$ cat src/rtl/mem_stage_mem_ctrl.sv
// MEM-stage memory controller: turns EX/MEM load/store requests into a single
// outstanding req/ack bus transaction, stalls the pipeline and returns load data.
module mem_stage_mem_ctrl #(
  parameter int ADDR_W      = 5,
  parameter int DATA_W      = 32,
  parameter int TIMEOUT_CYC = 64
) (
  input  logic              clk,
  input  logic              rst,
  input  logic              MEM_re,
  input  logic              MEM_we,
  input  logic              MEM_use_sprite_mem,
  input  logic [ADDR_W-1:0] MEM_addr,
  input  logic [DATA_W-1:0] MEM_data,
  input  logic [DATA_W-1:0] MEM_sprite_data,
  output logic              bus_req,
  output logic              bus_we,
  output logic              bus_sprite,
  output logic [ADDR_W-1:0] bus_addr,
  output logic [DATA_W-1:0] bus_wdata,
  input  logic              bus_ack,
  input  logic [DATA_W-1:0] bus_rdata,
  output logic              mem_stall,
  output logic [DATA_W-1:0] load_data,
  output logic              load_valid,
  output logic              bus_err
);

  typedef enum logic [1:0] {IDLE, REQ, DONE} state_t;

  localparam int          CNT_W   = 10;
  localparam logic [CNT_W-1:0] CNT_MAX = CNT_W'(TIMEOUT_CYC - 1);

  state_t           state;
  logic [CNT_W-1:0] cnt;
  logic             req;

  assign req = MEM_re | MEM_we;

  // Hold the pipeline while a request waits to launch or is in flight; never during reset.
  assign mem_stall = ~rst & (((state == IDLE) & req) | (state == REQ));

  always_ff @(posedge clk) begin
    if (rst) begin
      state      <= IDLE;
      cnt        <= '0;
      bus_req    <= 1'b0;
      bus_we     <= 1'b0;
      bus_sprite <= 1'b0;
      bus_addr   <= '0;
      bus_wdata  <= '0;
      load_data  <= '0;
      load_valid <= 1'b0;
      bus_err    <= 1'b0;
    end else begin
      load_valid <= 1'b0;
      case (state)
        IDLE: begin
          if (req) begin
            bus_addr   <= MEM_addr;
            bus_we     <= MEM_we;
            bus_sprite <= MEM_use_sprite_mem;
            bus_wdata  <= MEM_use_sprite_mem ? MEM_sprite_data : MEM_data;
            bus_req    <= 1'b1;
            cnt        <= '0;
            state      <= REQ;
          end
        end
        REQ: begin
          // An ack arriving on the last allowed cycle still completes normally.
          if (bus_ack) begin
            bus_req <= 1'b0;
            state   <= DONE;
            if (!bus_we) begin
              load_data  <= bus_rdata;
              load_valid <= 1'b1;
            end
          end else if (cnt == CNT_MAX) begin
            bus_req <= 1'b0;
            bus_err <= 1'b1;
            state   <= DONE;
            if (!bus_we) begin
              load_data  <= '0;
              load_valid <= 1'b1;
            end
          end else begin
            cnt <= cnt + 1'b1;
          end
        end
        DONE: begin
          cnt   <= '0;
          state <= IDLE;
        end
        default: state <= IDLE;
      endcase
    end
  end

endmodule

$ cat config.mk
export PLATFORM = sky130hd
export DESIGN_NAME = mem_stage_mem_ctrl
export DESIGN_NICKNAME = d
export VERILOG_FILES = /design/src/rtl/mem_stage_mem_ctrl.sv
export SDC_FILE = /design/constraint.sdc
export NUM_CORES = 1
export LEC_CHECK = 0
export CAP_MARGIN = 20
export CORE_AREA = 2 2 107 99
export CTS_CLUSTER_DIAMETER = 40
export DETAILED_ROUTE_END_ITERATION = 12
export DIE_AREA = 0 0 109 101
export GPL_TIMING_DRIVEN = 0
export PLACE_DENSITY = 0.73
export SKIP_CTS_REPAIR_TIMING = 1
export SYNTH_ARGS = -nofsm -noshare
export SYNTH_HDL_FRONTEND = slang
export SYNTH_SLANG_ARGS = --single-unit
$ cat constraint.sdc
create_clock -name clk -period 1.7 [get_ports clk]
set_input_delay 0.34 -clock clk [delete_from_list [all_inputs] [get_ports clk]]
set_output_delay 0.34 -clock clk [all_outputs]
set_load 0.01 [all_outputs]
# == Word-level counts from Yosys, hierarchy flattened ==
# Index checks and enable logic that the tools add are counted.
# totals
regBits,86
input_bits,107
output_inout_bits,75
wordCells,58
# classes
addsub,1
eq_ne,9
muxes,20
n_bitwise,7
reduce_logical,11
# op_table
operator,count
two-way mux 32 bit,5
two-way mux 10 bit,3
case mux 10 bit (3 select lines),1
"adder 10 x 1 -> 10 bit, second input constant",1
"== test 10 x 6 -> 1 bit, second input constant",1
"inequality test 2 bit, second input constant",5
AND reduction 4 bit,2
two-way mux 1 bit,6
two-way mux 2 bit,3
AND reduction 3 bit,2
case mux 2 bit (2 select lines),1
AND reduction 2 bit,2
nonzero test 2 bit,2
"inequality test 3 x 2 -> 1 bit, second input constant",1
NOT 1 bit,3
nonzero test 3 bit,1
AND 1 bit,2
"== test 2 x 1 -> 1 bit, second input constant",1
"== test 2 bit, second input constant",1
logical NOT 2 bit,1
bitwise OR 1 bit,2
case mux 1 bit (2 select lines),1
OR reduction 2 bit,1

# == Longest topological paths before layout ==
# Gate-level depths: netlist of the first run.
# logic_depth
word_depth,4
depth_mapped,6
mapped_depth_nobuf,5

# == Worst setup path after synthesis of the first run ==
# No wires, ideal clock.
# synth_path
path_type,reg-to-reg
startpoint,register cnt[0]
endpoint,register load_data[0]
setup_ps,117
t_arrival_ps,1585
required_time_ps,1583
setup_slack_ps,-2
stages_incl_launch_ff,7
path_buffers,1
period_less_slack_ps,1702
path_cell_list,dfxtp_1 ha_1 nand3_1 nor3_4 a31oi_4 buf_6 a22o_1
# synth_between
elab_chain_len,3
word_cells_on_any_way,4
# synth_rtl
item,line_no,text
from (decl),35,logic [CNT_W-1:0] cnt;
from (signal assigned),87,cnt <= cnt + 1'b1;
== test 10 x 6 -> 1 bit *,78,end else if (cnt == CNT_MAX) begin
inequality test 2 bit (no line) or nonzero test 2 bit (tied branches),n/a,
AND reduction 4 bit (no line) *,n/a,
to (signal assigned),75,load_data <= bus_rdata;
to (decl),24,"output logic [DATA_W-1:0] load_data,"
# Mark *: on every way between the ends. The rest lies on a longest branch, timed or not.
# A chain may end at the register's enable or synchronous reset.

# == Final worst setup path of the first run ==
# layout_path
startpoint,register cnt[6]
endpoint,register load_data[4]
# Same word-level chain as after synthesis.

==> flow_summary_export.csv, run 1 <==
group,metric,value,unit
status,status,"finished with violations",
status,failed_checks,"negative setup slack",
placed_design,port_buffers,179,
pwr,p_leak,2.27,nW
pwr,max-vdd-ir-drop,0.000460,V
placed_design,place.gp.congestion,0.842,
die,die_w,109,µm
job,maxCapViolations,0,
worst_setup_path,critPathKind,"reg2reg",
detailed_routing,drc,0,
timing,fin_ws,-0.197,ns
placed_design,hpwl,7.91,mm
timing,slew_violations,0,
worst_setup_path,cp_slowest_stage_delay,0.58,ns
detailed_routing,via_per_inst,5.05,
die,start_util,35.0,%
detailed_routing,postRouteAntennaNets,0,
timing,tightestPinTransition,0.735,ns
cells_and_area,nNetsFinal,651,
timing,fmax,527,MHz
cells_and_area,fillers,877,
logic_synthesis,synth-simple-area-share,13.0,%
cts,ctsLongestPathBuffers,2,
cells_and_area,area_growth,67.9,%
timing,setup_viol,44,
logic_synthesis,synth.area.mux_share,9.21,%
logic_synthesis,synth_area_leaders,"dfxtp_1 50%, mux2i_1 9.2%, a22o_1 8.1%",
logic_synthesis,synthArstFlopShare,0,%
logic_synthesis,synth_top_area_share,49.5,%
worst_setup_path,cp_max_fo,10,
detailed_routing,drt-pass1-iter-count,4,
worst_setup_path,startpoint_type,"flop",
worst_setup_path,critical_path.cell_chain,"or4_4, nor3_4, a31oi_4, buf_6, a22o_1",
logic_synthesis,synth-xor-area-share,0,%
worst_setup_path,critPathCaptureType,"flop",
logic_synthesis,synth_nets,450,
logic_synthesis,ys.flop_type,"dfxtp_1",
cells_and_area,seqCellArea,0.00174,mm²
pwr,cellPowerDensity,809,mW/mm²
die,ios,182,
cells_and_area,multi_input_area,0.00170,mm²
timing,rsz0062_at_grt,"yes",
timing,relSlewSlack,51.0,%
die,die_area,0.0110,mm²
detailed_routing,wl_per_cell,15.6,µm
worst_hold_path,hold_class,"in2reg",
cells_and_area,diodes,0,
logic_synthesis,syn_area_per_cell,10.2,µm²
die,core_area,0.00994,mm²
timing,hold_viol,0,
worst_setup_path,critPathSlowestCell,"or4_4",
logic_synthesis,syn_area,0.00348,mm²
logic_synthesis,synth_fa_ha_area_share,0.360,%
logic_synthesis,synth_warnings,0,
detailed_routing,vias,3416,
cts,clock-sinks,86,
die,fp-row-count,35,
worst_setup_path,critPathArrivalTime,2.14,ns
logic_synthesis,synth_compound_area_share,22.8,%
die,die_h,101,µm
detailed_routing,drt_iter0_drc,146,
cells_and_area,post-route-util,58.7,%
cts,cts_tree,"yes",
timing,fin_worst_skew,0.0127,ns
worst_setup_path,r2r_slack,-0.20,ns
timing,fin_crit_sh,112,%
logic_synthesis,netlist_instances,342,
cts,clk_pin_slew,0.10,ns
cells_and_area,drive_above_1_share,16.2,%
detailed_routing,totalWireLength,10.6,mm
grt,grt.total_usage,18.2,%
worst_setup_path,cp.buffers_inverters,1,
grt,grt_pass1_wl,15.8,mm
cts,htreeDepth,3,
logic_synthesis,synthDistinctLibCells,47,
timing,period_needed,1.90,ns
logic_synthesis,synth_edf_count,0,
grt,grt_pass1_vias,3272,
worst_setup_path,cpLargestDelayFamily,"simple AND/OR/NAND/NOR gates",
worst_setup_path,required,1.94,ns
cts,clock_latency,0.35,ns
grt,overflow,0,
grt,grt_max_degree,17,
cts,numCtsBuffers,9,
cts,cts-root-buf,"clkbuf_8",
cells_and_area,final_cell_area,0.00584,mm²
logic_synthesis,synth_area_leader_cell,"dfxtp_1",
logic_synthesis,synth_top_family_by_area,"compound AO/OA/AOI/OAI gates",
logic_synthesis,ys_ff_latch,86,
grt,antenna_found_initial,0,
placed_design,placed_area,0.00544,mm²
logic_synthesis,ys_seq_area_share,49.5,%
==> final cells by class <==
| cell class | count | area share [%] |
|---|---|---|
| Inverter | 4 | 0.257 |
| Tap cell | 129 | 2.76 |
| Clock buffer | 9 | 2.12 |
| Clock inverter | 7 | 0.964 |
| Sequential cell | 86 | 29.7 |
| Buffer | 27 | 2.83 |
| Multi-Input combinational cell | 225 | 29.1 |
| Timing Repair Buffer | 190 | 32.2 |
==> registers in the layout, summed over array words and instances (netlist names) <==
signal and cells:
bus_sprite 1, bus_we 1, bus_err 1, state 2
bus_req 1, load_valid 1, cnt 10, bus_wdata 32
load_data 32, bus_addr 5
==> kinds of logic (layout without fill, tap and decap cells) <==
logic type | Yosys count | count (layout)
simple gates | 90 | 90
compound gates | 101 | 102
mux | 32 | 32
buf+inv | 32 | 237
fa+ha+maj | 1 | 1
flops | 86 | 86
==> placed cells by master, fill, tap and decap left out, types with 2 or more instances in the layout <==
cell type / netlist / layout
dfxtp_2: 0 / 5
mux2i_1: 32 / 32
a22o_1: 32 / 32
inv_6: 0 / 3
or4_2: 3 / 3
dfxtp_4: 0 / 2
a22oi_1: 4 / 2
clkbuf_1: 16 / 8
inv_1: 3 / 3
nand3_2: 0 / 2
o21ai_1: 3 / 4
clkinv_2: 0 / 2
a21oi_1: 13 / 7
and4_1: 2 / 2
clkbuf_8: 1 / 10
o21ai_2: 0 / 2
a21oi_2: 1 / 6
clkdlybuf4s50_1: 0 / 175
buf_4: 1 / 11
buf_2: 3 / 4
buf_6: 5 / 6
nand2_1: 22 / 22
nand4_1: 2 / 2
a22oi_2: 0 / 2
buf_1: 2 / 2
dlymetal6s2s_1: 0 / 3
dfxtp_1: 86 / 79
a211oi_1: 33 / 33
clkbuf_2: 0 / 7
and3_2: 2 / 2
or2_2: 3 / 3
nand3_1: 6 / 3
nor2_1: 38 / 37
==> where the power goes <==
part,switching [W],total (W),internal [W]
clock network,0.000782,0.00134,0.000555
logic,0.000484,0.00114,0.000659
registers,0.0000862,0.00224,0.00216
total,0.00135,0.00472,0.00337
==> layer usage <==
| metal | vias up | GRT usage (%) | share of wire [%] |
|---|---|---|---|
| met4 | 0 | 5.13 | 1.0 |
| met3 | 8 | 7.50 | 11 |
| li1 | 1666 | - | - |
| met2 | 154 | 31.4 | 48 |
| met5 | - | 0 | 0 |
| met1 | 1588 | 20.5 | 40 |
==> path summary, 6_finish.rpt <==
path / endpoint / depth (start not counted) / startpoint
hold reg to reg: bus_sprite$_SDFFE_PP0P_ / 2 / bus_sprite$_SDFFE_PP0P_
setup reg to reg: load_data[4]$_SDFFE_PP0P_ / 5 / cnt[6]$_SDFFE_PP0P_
setup / recovery: load_data[4]$_SDFFE_PP0P_ / 5 / cnt[6]$_SDFFE_PP0P_
hold / removal: cnt[2]$_SDFFE_PP0P_ / 3 / rst
==> Yosys cell counts, drive strengths merged (4+ instances only) <==
master  instances
a211oi         33
a21oi          14
a22o           32
a22oi           4
buf            11
clkbuf         17
dfxtp          86
mux2i          32
nand2          22
nand3           6
nor2           38
o21ai           8
or4             5
==> worst min-delay path, delay by kind of cell <==
| kind | cells | cell delay, ns |
|---|---|---|
| AOI/OAI and AO/OA | 1 | 0.04 |
| buffers and inverters | 1 | 0.15 |
| and+or+nand+nor | 1 | 0.13 |
==> stage by stage <==
| step | instances | setup slack, ns | hold WS (ns) | total power [W] | TNS [ns] |
|---|---|---|---|---|---|
| 6_report | 677 | -0.197 | 0.349 | 0.00472 | -6.80 |
| 5_1_grt | 677 | -0.245 | 0.341 | 0.00498 | -8.58 |
| 4_1_cts | 666 | -0.647 | 0.341 | 0.00474 | -12.33 |
| 3_5_place_dp | 650 | -0.583 | 0.450 | 0.00338 | -28.40 |
| 3_3_place_gp | 650 | -0.591 | 0.444 | 0.00336 | -26.05 |
| 2_1_floorplan | 342 | 0.0153 | 0.444 | 0.00274 | 0 |
Note: power is estimated with default switching activity, not from simulation.
==> run 2, diff against run 1 <==
--- a/config.mk
+++ b/config.mk
@@ -7,9 +7,10 @@
 export LEC_CHECK = 0
+export ABC_AREA = 1
 export CAP_MARGIN = 20
-export CORE_AREA = 2 2 107 99
+export CORE_AREA = 2 2 114 105
 export CTS_CLUSTER_DIAMETER = 40
 export DETAILED_ROUTE_END_ITERATION = 12
-export DIE_AREA = 0 0 109 101
+export DIE_AREA = 0 0 116 107
 export GPL_TIMING_DRIVEN = 0
-export PLACE_DENSITY = 0.73
+export PLACE_DENSITY = 0.72
 export SKIP_CTS_REPAIR_TIMING = 1
==> constraint.sdc (replaced) <==
create_clock -name clk -period 1.7 [get_ports clk]
set_input_delay 0.425 -clock clk [delete_from_list [all_inputs] [get_ports clk]]
set_output_delay 0.425 -clock clk [all_outputs]
set_load 0.01 [all_outputs]
==> flow_summary_export.csv, run 2 <==
group,metric,value,unit
detailed_routing,wl_per_cell,12.9,µm
logic_synthesis,synth_area_leader_cell,"dfxtp_1",
logic_synthesis,syn_area,0.00414,mm²
cts,htreeDepth,3,
cells_and_area,area_growth,59.3,%
timing,setup_viol,0,
timing,fmax,603,MHz
die,ios,182,
die,die_area,0.0124,mm²
worst_setup_path,cp.buffers_inverters,1,
die,die_h,107,µm
detailed_routing,drt-pass1-iter-count,4,
logic_synthesis,synth_edf_count,0,
detailed_routing,postRouteAntennaNets,0,
grt,grt_pass1_vias,4373,
worst_hold_path,hold_end,"bus_we$_SDFFE_PP0P_",
grt,overflow,0,
cells_and_area,final_cell_area,0.00659,mm²
grt,grt.total_usage,20.3,%
worst_setup_path,cp_max_fo,2,
cts,clock_latency,0.34,ns
worst_setup_path,critPathSlowestCell,"clkdlybuf4s50_1",
cells_and_area,diodes,0,
cts,ctsLongestPathBuffers,2,
pwr,max-vdd-ir-drop,0.000479,V
pwr,p_leak,3.07,nW
logic_synthesis,synth_compound_area_share,15.0,%
logic_synthesis,synthArstFlopShare,0,%
logic_synthesis,synth_fa_ha_area_share,0.302,%
cells_and_area,fillers,1059,
worst_hold_path,hold_class,"in2reg",
logic_synthesis,synth_top_family_by_area,"simple AND/OR/NAND/NOR gates",
worst_setup_path,cp_slowest_stage_delay,0.55,ns
logic_synthesis,synth-simple-area-share,28.1,%
logic_synthesis,netlist_instances,638,
cts,cts_tree,"yes",
logic_synthesis,synth_most_common_cell,"nand2_1",
cts,clk_pin_slew,0.07,ns
die,start_util,36.9,%
logic_synthesis,synthDistinctLibCells,26,
placed_design,place.gp.congestion,0.833,
pwr,total_power,0.00585,W
cts,numCtsBuffers,9,
worst_setup_path,required,1.27,ns
cts,cts-root-buf,"clkbuf_16",
detailed_routing,totalWireLength,12.8,mm
worst_setup_path,crit-reg2reg-launch,"cnt[0]$_SDFFE_PP0P_",
worst_hold_path,hp-start,"MEM_we",
worst_setup_path,startpoint_type,"flop",
cells_and_area,nNetsFinal,942,
timing,slew_violations,0,
timing,tightestPinTransition,0.580,ns
logic_synthesis,synth_area_leaders,"dfxtp_1 42%, nand2_1 12%, inv_1 10%",
worst_setup_path,r2r_cells,9,
cells_and_area,final_common_cell,"clkdlybuf4s50_1",
worst_hold_path,hold_depth,3,
logic_synthesis,synth.area.mux_share,0,%
timing,fin_crit_sh,97.5,%
detailed_routing,via_per_inst,4.63,
cts,clock-sinks,86,
timing,final.setup.tns,0,ns
detailed_routing,vias,4602,
worst_setup_path,critical_path.cell_chain,"clkdlybuf4s50_1",
detailed_routing,drt_iter0_drc,318,
worst_setup_path,cpLargestDelayFamily,"buffers and inverters",
logic_synthesis,synth_nets,746,
timing,fin_worst_skew,0.00780,ns
cells_and_area,drive_above_1_share,6.56,%
timing,whs,0.416,ns
grt,grt_max_degree,15,
cells_and_area,final_cell_mix,"167 x clkdlybuf4s50_1, 129 x nand2_1, 111 x inv_1",
logic_synthesis,synth_warnings,0,
status,status,"complete, no violations",
grt,grt_pass1_wl,20.3,mm
placed_design,placed_area,0.00612,mm²
timing,hold_viol,0,
logic_synthesis,synth_top_area_share,41.6,%
timing,relSlewSlack,61.3,%
worst_setup_path,reg2reg_to,"load_data[5]$_SDFFE_PP0P_",
worst_setup_path,critPathCaptureType,"output pin",
die,fp-row-count,37,
cells_and_area,reg_top3,"bus_wdata x32, load_data x32, cnt x10",
placed_design,port_buffers,178,
logic_synthesis,synth-xor-area-share,0.212,%
worst_setup_path,critPathLaunch,"bus_wdata[16]$_SDFFE_PP0P_",
detailed_routing,drc,0,
pwr,cellPowerDensity,888,mW/mm²
job,maxCapViolations,0,
die,core_area,0.0112,mm²
logic_synthesis,ys.flop_type,"dfxtp_1",
logic_synthesis,ys_seq_area_share,41.6,%
grt,antenna_found_initial,0,
logic_synthesis,ys_ff_latch,86,
worst_setup_path,r2r_slack,0.13,ns
timing,period_needed,1.66,ns
worst_setup_path,critPathKind,"reg2out",
worst_setup_path,critPathArrivalTime,1.23,ns
placed_design,hpwl,9.60,mm
logic_synthesis,ys_top_cells_by_count,"131 x nand2_1, 111 x inv_1, 96 x nor2_1, 86 x dfxtp_1, 74 x a21oi_1",
die,die_w,116,µm
logic_synthesis,syn_area_per_cell,6.49,µm²
==> run 2: cell types whose count changed after synthesis, sizes merged, moves of 33 or more <==
cell    change
a211oi     -33
a21oi      +60
inv       +109
nand2     +114
nor2       +59
o21ai      +36
==> run 2: through the flow <==
| stage | utilization [%] | worst slack (ns) | cells |
|---|---|---|---|
| global placement | 54.6 | -0.805 | 972 |
| finish | 58.9 | 0.0424 | 994 |
| floorplan | - | 0.183 | 638 |
| CTS | 57.5 | -0.820 | 987 |
| detailed placement | 54.6 | -0.812 | 972 |
| global route | 58.9 | -0.0132 | 994 |
==> run 2: worst register-to-register path, delay by kind of cell, from the launching register on <==
kind	cells	cell delay, ns
and+or+nand+nor	7	0.71
DFF	1	0.38
buffers and inverters	1	0.23
adders and majority gates	1	0.16
==> run 2: logic make-up after synthesis <==
group / count (synthesis)
flops: 86
simple gates: 274
buf+inv: 154
fa+ha+maj: 1
xor+xnor: 1
compound gates: 122
==> run 2: worst max-delay path by stage <==
stage               cells past startpoint  slack [ns]                   endpoint
finish                                  1        0.04              bus_wdata[16]
detailed placement                      5       -0.81                  mem_stall
floorplan                               9        0.18        cnt[1]$_SDFFE_PP0P_
global route                            9       -0.01  load_data[8]$_SDFFE_PP0P_
global placement                        5       -0.81                  mem_stall
CTS                                     5       -0.82                  mem_stall
==> run 2: area by class of cell <==
class | count | area, µm² | share of cell area, %
Buffer | 41 | 201 | 3.06
Clock buffer | 10 | 239 | 3.62
Clock inverter | 5 | 82.6 | 1.25
Inverter | 113 | 424 | 6.43
Multi-Input combinational cell | 398 | 1860 | 28.2
Sequential cell | 86 | 1730 | 26.2
Tap cell | 156 | 195 | 2.96
Timing Repair Buffer | 185 | 1870 | 28.3
==> run 2: power breakdown <==
part | switching (W) | internal (W)
Sequential | 0.000106 | 0.00220
Clock | 0.000801 | 0.00132
Combinational | 0.000692 | 0.000735
Total | 0.00160 | 0.00425
==> run 2: layer usage <==
| metal | wire length, µm | part of all wire (%) | up-vias | global-route usage (%) |
|---|---|---|---|---|
| li1 | - | - | 2367 | - |
| met1 | 5420 | 42 | 2061 | 23.9 |
| met2 | 6270 | 49 | 169 | 35.5 |
| met3 | 1060 | 8.3 | 5 | 6.50 |
| met4 | 85 | 0.66 | 0 | 5.36 |
| met5 | 0 | 0 | - | 0 |
==> run 3, diff against run 2 <==
CTS_BUF_LIST = sky130_fd_sc_hd__clkbuf_16   (was default)
GPL_ROUTABILITY_DRIVEN = 1   (was default)
==> flow_summary_export.csv, run 3 (synthesis gave the netlist of run 2 again) <==
group,metric,value,unit
placed_design,place.gp.congestion,0.833,
cells_and_area,final_common_cell,"clkdlybuf4s50_1",
grt,grt_use_met3,6.50,%
worst_setup_path,required,1.27,ns
grt,grt_max_degree,15,
cts,clock_latency,0.34,ns
cells_and_area,seqCellArea,0.00173,mm²
die,fp-row-count,37,
timing,whs,0.415,ns
status,status,"complete, no violations",
timing,hold_viol,0,
placed_design,port_buffers,178,
cells_and_area,final_cell_count_no_fill,994,
worst_hold_path,hold_class,"in2reg",
timing,fin_worst_skew,0.00775,ns
worst_setup_path,critPathSlowestCell,"clkdlybuf4s50_1",
grt,grtUsageMet2,35.5,%
detailed_routing,via_per_inst,4.63,
worst_setup_path,critPathKind,"reg2out",
cells_and_area,nNetsFinal,942,
die,ios,182,
worst_setup_path,startpoint_type,"flop",
cts,cts_tree,"yes",
die,core_area,0.0112,mm²
pwr,cellPowerDensity,882,mW/mm²
die,die_h,107,µm
grt,grtUsageMet1,23.8,%
cts,clk_pin_slew,0.07,ns
pwr,max-vdd-ir-drop,0.000479,V
detailed_routing,drt_iter0_drc,293,
worst_setup_path,critPathCaptureType,"output pin",
cells_and_area,diodes,0,
timing,fmax,603,MHz
cts,cts-root-buf,"clkbuf_16",
worst_setup_path,cp.buffers_inverters,1,
grt,grt.total_usage,20.3,%
job,maxCapViolations,0,
detailed_routing,wl_per_cell,12.9,µm
placed_design,place_inst,972,
cells_and_area,reg_top3,"bus_wdata x32, load_data x32, cnt x10",
detailed_routing,drc,0,
grt,grt-busiest-layer,"met2",
worst_setup_path,cpLargestDelayFamily,"buffers and inverters",
die,die_w,116,µm
timing,slew_violations,0,
timing,final.setup.tns,0,ns
timing,fin_ws,0.0415,ns
cells_and_area,drive_above_1_share,6.44,%
grt,antenna_found_initial,0,
cells_and_area,fillers,1061,
cells_and_area,multi_input_area,0.00186,mm²
die,die_area,0.0124,mm²
cells_and_area,final_cell_mix,"167 x clkdlybuf4s50_1, 129 x nand2_1, 111 x inv_1",
worst_setup_path,critPathArrivalTime,1.23,ns
detailed_routing,totalWireLength,12.8,mm
timing,fin_crit_sh,97.6,%
detailed_routing,postRouteAntennaNets,0,
detailed_routing,vias,4606,
grt,grt_pass1_wl,20.3,mm
cts,ctsLongestPathBuffers,2,
timing,setup_viol,0,
die,start_util,36.9,%
worst_setup_path,cp_max_fo,2,
grt,grt_pass1_vias,4373,
timing,relSlewSlack,62.1,%
timing,period_needed,1.66,ns
detailed_routing,drt-pass1-iter-count,4,
cts,htreeDepth,3,
pwr,p_leak,3.07,nW
placed_design,hpwl,9.60,mm
worst_setup_path,critical_path.cell_chain,"clkdlybuf4s50_1",
cts,numCtsBuffers,9,
grt,overflow,0,
placed_design,place_ws,-0.812,ns
worst_setup_path,cp_slowest_stage_delay,0.55,ns
timing,tightestPinTransition,0.568,ns
pwr,total_power,0.00581,W
cells_and_area,area_growth,59.1,%
cts,clock-sinks,86,
## run 3: changes by cell type in the layout (fill, tap and decap cells not counted), sizes merged
cell | before | now
clkbuf | 40 | 39
clkinv | 3 | 4
## run 3: routing by layer
metal / part of all wire, % / wire, µm / vias to the layer above
li1: - / - / 2364
met1: 42 / 5390 / 2057
met2: 48 / 6200 / 178
met3: 8.8 / 1130 / 7
met4: 0.73 / 94 / 0
met5: 0 / 0 / -
## run 3: final cells by class
type | instances | area share (%)
clock inverters | 6 | 1.31
inverters | 113 | 6.44
clock buffers | 9 | 3.42
multi-input cells | 398 | 28.2
plain buffers | 41 | 3.06
repair buffers | 185 | 28.4
well taps | 156 | 2.96
flip-flops and latches | 86 | 26.2
## run 3: worst paths after layout
path                              start                         to  slack, ns  cells past startpoint
min                              MEM_we        bus_we$_SDFFE_PP0P_       0.42                      3
max reg2reg         cnt[0]$_SDFFE_PP0P_  load_data[5]$_SDFFE_PP0P_       0.12                      9
min reg2reg        bus_err$_SDFFE_PP0P_       bus_err$_SDFFE_PP0P_       0.49                      1
max          bus_wdata[16]$_SDFFE_PP0P_              bus_wdata[16]       0.04                      1
## run 3: worst reg2reg max path, cell delays in order, from the launching register on
cell     delay (ns)
dfxtp_2        0.38
ha_4           0.16
nand3_1        0.11
nor2_4         0.17
nand2_4        0.09
nand2_4        0.09
buf_2          0.23
nand4_1        0.13
nand2_1        0.08
nor2_1         0.04
## run 3: where the power goes
part	total (W)	switching, W	internal (W)
Combinational	0.00143	0.000691	0.000735
Sequential	0.00230	0.000106	0.00220
Clock	0.00208	0.000804	0.00128
## run 3: per-stage QoR
stage / util, % / cell area, µm²
2_1_floorplan: - / 4140
3_3_place_gp: 54.6 / 6120
3_5_place_dp: 54.6 / 6120
4_1_cts: 57.4 / 6430
5_1_grt: 58.8 / 6580
6_report: 58.8 / 6580
